==> config.mk <==
export PLATFORM = sky130hd
export DESIGN_NAME = boot_sequencer
export DESIGN_NICKNAME = d
export VERILOG_FILES = /design/src/rtl/riscv_pkg.sv /design/src/rtl/byte_packer.sv /design/src/rtl/boot_sequencer.sv
export SDC_FILE = /design/constraint.sdc
export NUM_CORES = 1
export LEC_CHECK = 0
export CAP_MARGIN = 5
export CORE_UTILIZATION = 49
export CTS_CLUSTER_SIZE = 30
export DETAILED_ROUTE_END_ITERATION = 10
export PLACE_DENSITY = 0.74
export SYNTH_ARGS = -nofsm -noshare
export SYNTH_HDL_FRONTEND = slang
export SYNTH_HIERARCHICAL = 1
export SYNTH_SLANG_ARGS = --single-unit
==> constraint.sdc <==
create_clock -name clk -period 4.6 [get_ports clk]
set_clock_uncertainty 0.15 [all_clocks]
set_input_delay 0.92 -clock clk [delete_from_list [all_inputs] [get_ports clk]]
set_output_delay 0.92 -clock clk [all_outputs]
set_load 0.01 [all_outputs]
==> src/rtl/riscv_pkg.sv <==
// Shared definitions for the boot loader: header width, word width and
// the sequencer state encoding.
package riscv_pkg;

    localparam int HDR_W  = 16;
    localparam int WORD_W = 32;

    typedef enum logic [2:0] {
        LEN0  = 3'd0,
        LEN1  = 3'd1,
        DATA  = 3'd2,
        WRITE = 3'd3,
        HOLD  = 3'd4,
        RUN   = 3'd5,
        ERR   = 3'd6
    } boot_state_e;

endpackage

==> src/rtl/byte_packer.sv <==
// Assembles accepted bytes little-endian into a 32-bit word and flags the
// cycle in which the fourth byte of a word is accepted.
module byte_packer
    import riscv_pkg::*;
(
    input  logic              clk,
    input  logic              reset,
    input  logic              accept_i,
    input  logic [7:0]        byte_i,
    output logic [WORD_W-1:0] word_o,
    output logic              word_done_o
);

    logic [WORD_W-1:0] word_q, word_d;
    logic [1:0]        idx_q, idx_d;

    always_comb begin
        word_d = word_q;
        idx_d  = idx_q;
        if (accept_i) begin
            word_d[{idx_q, 3'b000} +: 8] = byte_i;
            idx_d = idx_q + 2'd1;
        end
    end

    always_ff @(posedge clk) begin
        if (reset) begin
            word_q <= '0;
            idx_q  <= '0;
        end else begin
            word_q <= word_d;
            idx_q  <= idx_d;
        end
    end

    assign word_o      = word_q;
    assign word_done_o = accept_i && (idx_q == 2'd3);

endmodule

==> src/rtl/boot_sequencer.sv <==
// Loads a length-prefixed byte stream into instruction memory, holds the
// CPU in reset while loading and for RESET_HOLD cycles after, then releases it.
module boot_sequencer
    import riscv_pkg::*;
#(
    parameter int unsigned DEPTH_WORDS = 64,
    parameter int unsigned RESET_HOLD  = 4
) (
    input  logic              clk,
    input  logic              reset,
    input  logic              rx_valid,
    input  logic [7:0]        rx_data,
    output logic              rx_ready,
    output logic              imem_we,
    output logic [31:0]       imem_addr,
    output logic [WORD_W-1:0] imem_wdata,
    output logic              cpu_reset,
    output logic              boot_done,
    output logic              boot_err,
    output boot_state_e       dbg_state
);

    // Valid/ready: a byte transfers on a rising edge where rx_valid && rx_ready;
    // rx_ready depends only on the current state, never on rx_valid.

    localparam int WIDX_W = $clog2(DEPTH_WORDS + 1);
    localparam int HOLD_W = (RESET_HOLD < 1) ? 1 : $clog2(RESET_HOLD + 1);
    localparam logic [HDR_W-1:0]  DEPTH16   = HDR_W'(DEPTH_WORDS);
    localparam logic [HOLD_W-1:0] HOLD_INIT = HOLD_W'(RESET_HOLD);

    boot_state_e        state_q, state_d;
    logic [HDR_W-1:0]   count_q, count_d;
    logic [WIDX_W-1:0]  widx_q, widx_d;
    logic [HOLD_W-1:0]  hold_q, hold_d;
    logic [HDR_W-1:0]   widx_next;
    logic               pack_accept;
    logic               word_done;
    logic [WORD_W-1:0]  word;

    assign pack_accept = rx_valid && (state_q == DATA);
    assign widx_next   = HDR_W'(widx_q) + HDR_W'(1);

    byte_packer u_packer (
        .clk         (clk),
        .reset       (reset),
        .accept_i    (pack_accept),
        .byte_i      (rx_data),
        .word_o      (word),
        .word_done_o (word_done)
    );

    always_comb begin
        state_d    = state_q;
        count_d    = count_q;
        widx_d     = widx_q;
        hold_d     = hold_q;
        rx_ready   = 1'b0;
        imem_we    = 1'b0;
        imem_addr  = '0;
        imem_wdata = '0;
        cpu_reset  = 1'b1;
        boot_done  = 1'b0;
        boot_err   = 1'b0;

        case (state_q)
            LEN0: begin
                rx_ready = 1'b1;
                if (rx_valid) begin
                    count_d[7:0] = rx_data;
                    state_d      = LEN1;
                end
            end
            LEN1: begin
                rx_ready = 1'b1;
                if (rx_valid) begin
                    count_d = {rx_data, count_q[7:0]};
                    if (count_d == '0) begin
                        state_d = HOLD;
                        hold_d  = HOLD_INIT;
                    end else if (count_d > DEPTH16) begin
                        state_d = ERR;
                    end else begin
                        state_d = DATA;
                    end
                end
            end
            DATA: begin
                rx_ready = 1'b1;
                if (word_done) begin
                    state_d = WRITE;
                end
            end
            WRITE: begin
                imem_we    = 1'b1;
                imem_addr  = 32'(widx_q) << 2;
                imem_wdata = word;
                widx_d     = widx_q + WIDX_W'(1);
                if (widx_next == count_q) begin
                    state_d = HOLD;
                    hold_d  = HOLD_INIT;
                end else begin
                    state_d = DATA;
                end
            end
            HOLD: begin
                // Exactly RESET_HOLD cycles in HOLD (at least one).
                if (hold_q <= HOLD_W'(1)) begin
                    state_d = RUN;
                    hold_d  = '0;
                end else begin
                    hold_d = hold_q - HOLD_W'(1);
                end
            end
            RUN: begin
                cpu_reset = 1'b0;
                boot_done = 1'b1;
            end
            ERR: begin
                boot_err = 1'b1;
            end
            default: begin
                state_d = LEN0;
            end
        endcase
    end

    always_ff @(posedge clk) begin
        if (reset) begin
            state_q <= LEN0;
            count_q <= '0;
            widx_q  <= '0;
            hold_q  <= '0;
        end else begin
            state_q <= state_d;
            count_q <= count_d;
            widx_q  <= widx_d;
            hold_q  <= hold_d;
        end
    end

    assign dbg_state = state_q;

endmodule

# ---- Yosys cells after proc, flatten, opt, wreduce, memory -nomap -nowiden
# Index checks and enable logic that the tools add are counted.
# Widths: inputs -> output; s select.
dict set report totals {
  output_inout_bits 72
  reg_bits 63
}
dict set report op_classes {
  reduce_logical 11
  eq_ne 14
  n_lt_le_gt_ge 2
  muxes 23
  bitwise 2
  shifts 2
  addsub 5
}
# op count
set op_table {}
lappend op_table {{$mux 3} 11}
lappend op_table {{$bwmux 32} 1}
lappend op_table {{$mux 32} 1}
lappend op_table {{$shift 8x7->32 const A} 1}
lappend op_table {{$shiftx 8x7->32} 1}
lappend op_table {{$pmux 3 s6} 1}
lappend op_table {{$eq 8x16->1} 1}
lappend op_table {{$gt 16x7->1 const B} 1}
lappend op_table {{$logic_not 16->1} 1}
lappend op_table {{$pmux 8 s2} 1}
lappend op_table {{$ne 2x2->1 const B} 5}
lappend op_table {{$eq 3x3->1 const B} 3}
lappend op_table {{$mux 9} 1}
lappend op_table {{$pmux 3 s3} 1}
lappend op_table {{$add 7x1->8 const B} 1}
lappend op_table {{$mux 8} 1}
lappend op_table {{$add 7x1->7 const B} 1}
lappend op_table {{$neg 5->7} 1}
lappend op_table {{$eq 3x2->1 const B} 2}
lappend op_table {{$mux 1} 5}
lappend op_table {{$reduce_and 5->1} 1}
lappend op_table {{$reduce_and 4->1} 1}
lappend op_table {{$eq 3x1->1 const B} 1}
lappend op_table {{$le 3x1->1 const B} 1}
lappend op_table {{12 further kinds} 14}

# ---- Logic depth before layout (Yosys ltp)
# Gate-level depths: netlist (run 1).
dict set report depth {
  word_depth 5
  depth_mapped 12
  mapped_depth_nobuf 9
}

# ---- Modules after synthesis
# Netlist (run 1), hierarchy kept.
# mod cells_each n_inst area_each_um2 seq_area_each_um2
set modules_own_cells {}
lappend modules_own_cells {boot_sequencer 291 1 2153.3 580.6}
lappend modules_own_cells {byte_packer 123 1 1435.1 680.7}

# ---- Worst setup path after synthesis (run 1)
# No wires, ideal clock.
dict set report synth_path {
  path_type {reg2reg}
  startpoint {register state_q[1] (netlist: dbg_state[1])}
  endpoint {register state_q[0] (netlist: dbg_state[0])}
  setup_time_ps 65
  stages_incl_launch_ff 13
  setup_slack_ps 1968
  n_path_buf 3
  period_less_slack_ps 2632
  t_arrival_ps 2417
  cell_sequence {dfxtp_1 clkbuf_1 clkbuf_1 nand2_1 nor3_1 and2_1 buf_2 nand2_1 a21oi_1 a221oi_1 a211oi_1 a21oi_1 nor2_1}
}
dict set report synth_between {
  elab_chain_len 5
  elab_cells_between_ends 17
  classes_between {10 x eq/ne; 1 x mux; 1 x bitwise; 5 x reduce/logical}
}
# element line_no
set synth_lines {}
lappend synth_lines {{from (decl)} boot_sequencer.sv:31} ;# boot_state_e state_q, state_d;
lappend synth_lines {{from (signal assigned)} boot_sequencer.sv:134} ;# state_q <= state_d;
lappend synth_lines {{$eq 3x2->1} boot_sequencer.sv:40} ;# assign pack_accept = rx_valid && (state_q == DATA);
lappend synth_lines {{$logic_and 1x1->1} boot_sequencer.sv:40}
lappend synth_lines {{via pack_accept} boot_sequencer.sv:36} ;# logic pack_accept;
lappend synth_lines {{$logic_and 1x1->1} byte_packer.sv:37} ;# assign word_done_o = accept_i && (idx_q == 2'd3);
lappend synth_lines {{via word_done} boot_sequencer.sv:37} ;# logic word_done;
lappend synth_lines {{$ne 2x1->1 (no line)} --}
lappend synth_lines {{$reduce_and 5->1 (no line)} --}
# The timed path passes the listed nets, and every way through them passes these cells.
# A chain may end at the register's enable or synchronous reset.

# ---- Worst setup path in the final report (run 1)
dict set report layout_path {
  startpoint {register state_q[0] (netlist: dbg_state[0])}
  endpoint {output imem_we}
}
dict set report layout_between {
  elab_chain_len 2
}
# element line_no
set layout_lines {}
lappend layout_lines {{$eq 3x2->1} boot_sequencer.sv:65} ;# case (state_q)
lappend layout_lines {{$mux 1} boot_sequencer.sv:65}
lappend layout_lines {{to (decl)} boot_sequencer.sv:14} ;# output logic imem_we,
# No other way between the ends.

==> results.yml, run 1 <==
pwr:
  cellPowerDensity_nw_per_um2: 316.7
  internal_power_mw: 0.9247
  p_sw_mw: 0.4248
  clockPowerShare_pct: 34.7
  ir_worst_vdd_v: 0.0001804
  power_frac_comb_pct: 20.0
  p_sw_share_pct: 31.48
  p_leak_nw: 1.613
  sequentialPowerShare_pct: 45.3
global_route:
  grt_start_max_net_pins: 61
  grt_pass1_vias: 2806
  antenna_found_initial: 0
  grt_pass1_wl_um: 13810
  grt-ovfl-total: 0
  grt_usage_pct: 23.40
sta:
  worstMarginPinSlew_ns: 1.122
  fin_crit_sh_pct: 82.98
  rsz0062_at_grt: "no"
  fmax_mhz: 262.0
  setup_viol: 0
  period_needed_ns: 3.817
  hold_slack_ns: 0.3148
  tns_ns: 0
  hold_viol_final: 0
  drv_slew: 0
  max_slew_margin_pct: 25.19
floorplanning:
  die_w_um: 87.58
  row_count: 30
  die_area_um2: 7669
  die_y_um: 87.58
  start_util_pct: 51.68
  ios: 83
  core_area_um2: 6944
layout:
  multi_input_area_um2: 2031
  seq_area_um2: 1261
  area_delta_synth_final_pct: 18.72
  stdcell_area_um2: 4260
  final_cells: 555
  num-nets-final: 473
  antennaDiodeCount: 0
  drive_gt1_share_pct: 10.02
  nFillCells: 651
run:
  cap_violations: 0
setup_path:
  cp-end-kind: "output pin"
  crit_type: "register to output pin"
  worstPathRequired_ns: 3.53
  path_max_fanout: 38
  startpoint_type: "register"
  setup.reg_to_reg.worst_slack_ns: 1.72
  worst_ep_arrival_time_ns: 2.75
clocking:
  clk_pin_slew_ns: 0.07
  cts_buffer_depth: 2
  cts_hold_buf: 0
  clock-sinks: 63
  cts_tree: "built"
  postCtsResizedCells: 0
  cts_max_level: 3
  cts_root_buf: "clkbuf_8"
  cts_setup_buffers: 0
  clk_latency_ns: 0.33
  numCtsBuffers: 9
detailed_routing:
  vias: 3161
  drt_pass1_iterations: 7
  vias_per_cell: 5.695
  drtIter0Drc: 240
  wirelength_um: 8632
  routedWlPerCell_um: 15.55
  drc_errors: 0
  ant_nets: 0
placement:
  place_area_um2: 4071
  place_inst: 539
  io_buffers: 57
  dpl.hpwl_um: 5902
  place_congestion: 0.7932
status:
  status: "finished clean"
synthesis:
  avgSynthCellArea_um2: 8.668
  syn-instance-count: 414
  synth.top_cell.area_share_pct: 35.15
  yosysMostFrequentCell: "dfxtp_1"
  yosysTopAreaCell: "dfxtp_1"
  synthArstFlopShare_pct: 0
  yosys-top-cells-count: "dfxtp_1, nand2_1, and3_1, a21oi_1, buf_4"
  syn_area_um2: 3588
  seq_area_frac_synth_pct: 35.15
  ys_seq_elements: 63
  synth_edf_count: 0
  synth-main-ff-cell: "dfxtp_1"
  yosysUniqueCellTypes: 63
  synthTopCellsByArea: "dfxtp_1, a32o_1, and3_1, buf_4, nand2_1"
  ys_warn_count: 6
worst_hold_path:
  hold_path.class: "register to register"
state kept, by name, indices dropped and copies added (netlist names):
name / count
u_packer/word_o: 32
count_q: 16
widx_q: 7
dbg_state: 3
hold_q: 3
u_packer/idx_q: 2
metrics by stage:
stage,total power [mW],utilization [%],setup WS (ns)
after floorplan,0.8256,-,1.968
after global placement,0.8814,58.63,1.212
after detailed placement,0.8905,58.63,1.160
after CTS,1.354,61.35,0.7943
after global routing,1.418,61.35,0.5560
final,1.349,61.35,0.7829
worst paths after layout:
check	depth (start not counted)	end	startpoint
worst min-delay path	1	u_packer/word_o[12]$_SDFFE_PP0P_	u_packer/word_o[12]$_SDFFE_PP0P_
worst max-delay path	5	imem_we	dbg_state[0]$_SDFFE_PP0P_
worst max register to register	11	dbg_state[0]$_SDFFE_PP0P_	dbg_state[1]$_SDFFE_PP0P_
worst min register to register	1	u_packer/word_o[12]$_SDFFE_PP0P_	u_packer/word_o[12]$_SDFFE_PP0P_
logic make-up after synthesis:
logic type	count (synthesis)	share of synthesized area, %
xor gates and xnor gates	9	2.197
and+or+nand+nor	167	26.29
DFF	63	35.15
adders and majority gates	8	2.790
AOI/OAI and AO/OA	90	21.62
muxes	3	0.8369
buffers and inverters	73	11.02
other	1	0.1045
layer usage:
layer	track usage, %	vias to the layer above	part of all wire (%)
li1	-	1520	-
met1	32.88	1523	47
met2	36.58	108	47
met3	3.393	10	5.2
met4	8.644	0	1.3
met5	0	-	0
layout by cell type (no fill, tap or decap), types with 6 or more instances in the layout:
| cell | instances |
|---|---|
| dfxtp_1 | 63 |
| clkdlybuf4s50_1 | 56 |
| nand2_1 | 51 |
| and3_1 | 38 |
| a21oi_1 | 28 |
| conb_1 | 25 |
| a32o_1 | 24 |
| nor2_1 | 21 |
| inv_1 | 17 |
| clkbuf_8 | 9 |
| ha_1 | 8 |
| nor2b_1 | 8 |
| nand4b_1 | 8 |
| o32ai_2 | 8 |
| xnor2_1 | 7 |
| o21ai_0 | 6 |
worst max-delay path, stage by stage (launching register included):
cell and delay, ns:
dfxtp_1 0.66, nor2b_2 0.23, buf_4 0.31, nand2_1 0.30, inv_1 0.31, clkdlybuf4s50_1 0.60
power groups by stage:
stage	clock, mW	sequential [mW]	combinational [mW]
global placement	0	0.621	0.260
finish	0.468	0.612	0.270
detailed placement	0	0.624	0.267
global route	0.503	0.617	0.299
CTS	0.474	0.611	0.268
floorplan	0	0.610	0.216
cell type report:
type,instances,share of cell area [%]
multi-input combinational,302,47.67
sequential,63,29.60
timing repair buffer,61,13.98
clock buffer,10,2.996
tap,96,2.819
inverter,17,1.498
clock inverter,6,1.439
Note: power is estimated with default switching activity, not from simulation.
==> run 2, diff against run 1 <==
CORE_UTILIZATION = 46   (was 49)
PLACE_DENSITY = 0.73   (was 0.74)
clock period = 3.5 ns   (was 4.6 ns; I/O delays follow)
==> results.yml, run 2 (synthesized netlist as in run 1, its figures left out) <==
status:
  status: "finished clean"
clocking:
  clk_pin_slew_ns: 0.07
  numCtsBuffers: 9
  cts_hold_buf: 0
  cts_root_buf: "clkbuf_8"
  cts_max_level: 3
  cts_tree: "built"
  cts_buffer_depth: 2
  clk_latency_ns: 0.34
  clock-sinks: 63
  postCtsResizedCells: 0
  cts_setup_buffers: 0
layout:
  multi_input_area_um2: 2031
  drive_gt1_share_pct: 10.61
  stdcell_area_um2: 4287
  area_delta_synth_final_pct: 19.46
  num-nets-final: 476
  final_common_cell: "dfxtp_1"
  seq_area_um2: 1261
  final_cells: 561
  largest_reg_flops: 32
  nFillCells: 654
  final_cell_mix: "dfxtp_1, clkdlybuf4s50_1, nand2_1"
  antennaDiodeCount: 0
  final_util_pct: 57.86
setup_path:
  startpoint_type: "register"
  crit_type: "register to output pin"
  worstPathRequired_ns: 2.65
  cp-end-kind: "output pin"
  path_max_fanout: 16
  worst_ep_arrival_time_ns: 2.28
floorplanning:
  start_util_pct: 48.44
  core_area_um2: 7408
  die_area_um2: 8159
  row_count: 31
  ios: 83
  die_w_um: 90.33
  die_y_um: 90.33
sta:
  period_needed_ns: 3.132
  tns_ns: 0
  hold_slack_ns: 0.3175
  setup_viol: 0
  fmax_mhz: 319.3
  hold_viol_final: 0
  max_slew_margin_pct: 43.63
  worstMarginPinSlew_ns: 0.8456
  rsz0062_at_grt: "no"
  drv_slew: 0
  fin_crit_sh_pct: 89.48
global_route:
  grt-ovfl-total: 0
  grt_start_max_net_pins: 52
  antenna_found_initial: 0
  grt_pass1_vias: 2937
  grt_usage_pct: 21.67
  grt_pass1_wl_um: 14280
pwr:
  p_leak_nw: 1.628
  cellPowerDensity_nw_per_um2: 412.7
  ir_worst_vdd_v: 0.0003729
detailed_routing:
  ant_nets: 0
  routedWlPerCell_um: 15.17
  drtIter0Drc: 187
  wirelength_um: 8511
  drt_pass1_iterations: 4
  vias_per_cell: 5.560
  drc_errors: 0
  vias: 3119
placement:
  place_area_um2: 4098
  place_congestion: 0.7891
  dpl.hpwl_um: 6166
  io_buffers: 57
  place_inst: 545
run:
  cap_violations: 0
worst_hold_path:
  hold_path.class: "register to register"
run 2: changes by cell type in the layout (fill, tap and decap cells not counted), sizes merged:
cell  previous run  this run
buf              5         8
run 2: path summary, 6_finish.rpt:
kind	from	end	slack (ns)	depth (start not counted)
max reg2reg	widx_q[1]$_SDFFE_PP0P_	hold_q[2]$_SDFFE_PP0P_	1.14	7
min reg2reg	u_packer/word_o[14]$_SDFFE_PP0P_	u_packer/word_o[14]$_SDFFE_PP0P_	0.32	1
max	dbg_state[2]$_SDFFE_PP0P_	imem_we	0.37	4
min	u_packer/word_o[14]$_SDFFE_PP0P_	u_packer/word_o[14]$_SDFFE_PP0P_	0.32	1
run 2: stage by stage:
step	power, mW	worst slack [ns]
detailed placement	1.172	0.6461
finish	1.769	0.3683
global route	1.862	0.1795
CTS	1.780	0.3667
floorplan	1.085	0.8676
global placement	1.162	0.7536
run 2: worst max-delay path, cell delays in order, from the launching register on:
cell	delay, ns
dfxtp_1	0.47
nor2b_2	0.29
nand2_1	0.28
inv_1	0.31
clkdlybuf4s50_1	0.59
run 2: final cells by class:
type	count	area share [%]
clock buffer	10	2.977
clock inverter	6	1.430
inverter	17	1.489
multi-input combinational	302	47.37
sequential	63	29.42
tap	99	2.890
timing repair buffer	64	14.42
run 2: power by group:
part | internal [mW] | leakage [nW] | switching [mW] | total [mW]
registers | 0.751 | 0.510 | 0.0407 | 0.792
clock network | 0.326 | 0.0960 | 0.283 | 0.610
logic | 0.141 | 1.02 | 0.227 | 0.368
total | 1.22 | 1.63 | 0.551 | 1.77
run 2: metal layers:
| metal | GRT usage (%) | routed length (µm) | vias to the layer above |
|---|---|---|---|
| met5 | 0 | 0 | - |
| met3 | 5.387 | 393 | 8 |
| met4 | 5.780 | 95 | 0 |
| li1 | - | - | 1526 |
| met2 | 34.10 | 3985 | 79 |
| met1 | 29.51 | 4037 | 1506 |
==> run 3, diff against run 2 <==
CAP_MARGIN = default   (was 5)
SKIP_CTS_REPAIR_TIMING = 1   (was default)
==> results of run 3 <==
No change in the layout: final DEF, timing and power equal those of run 2.
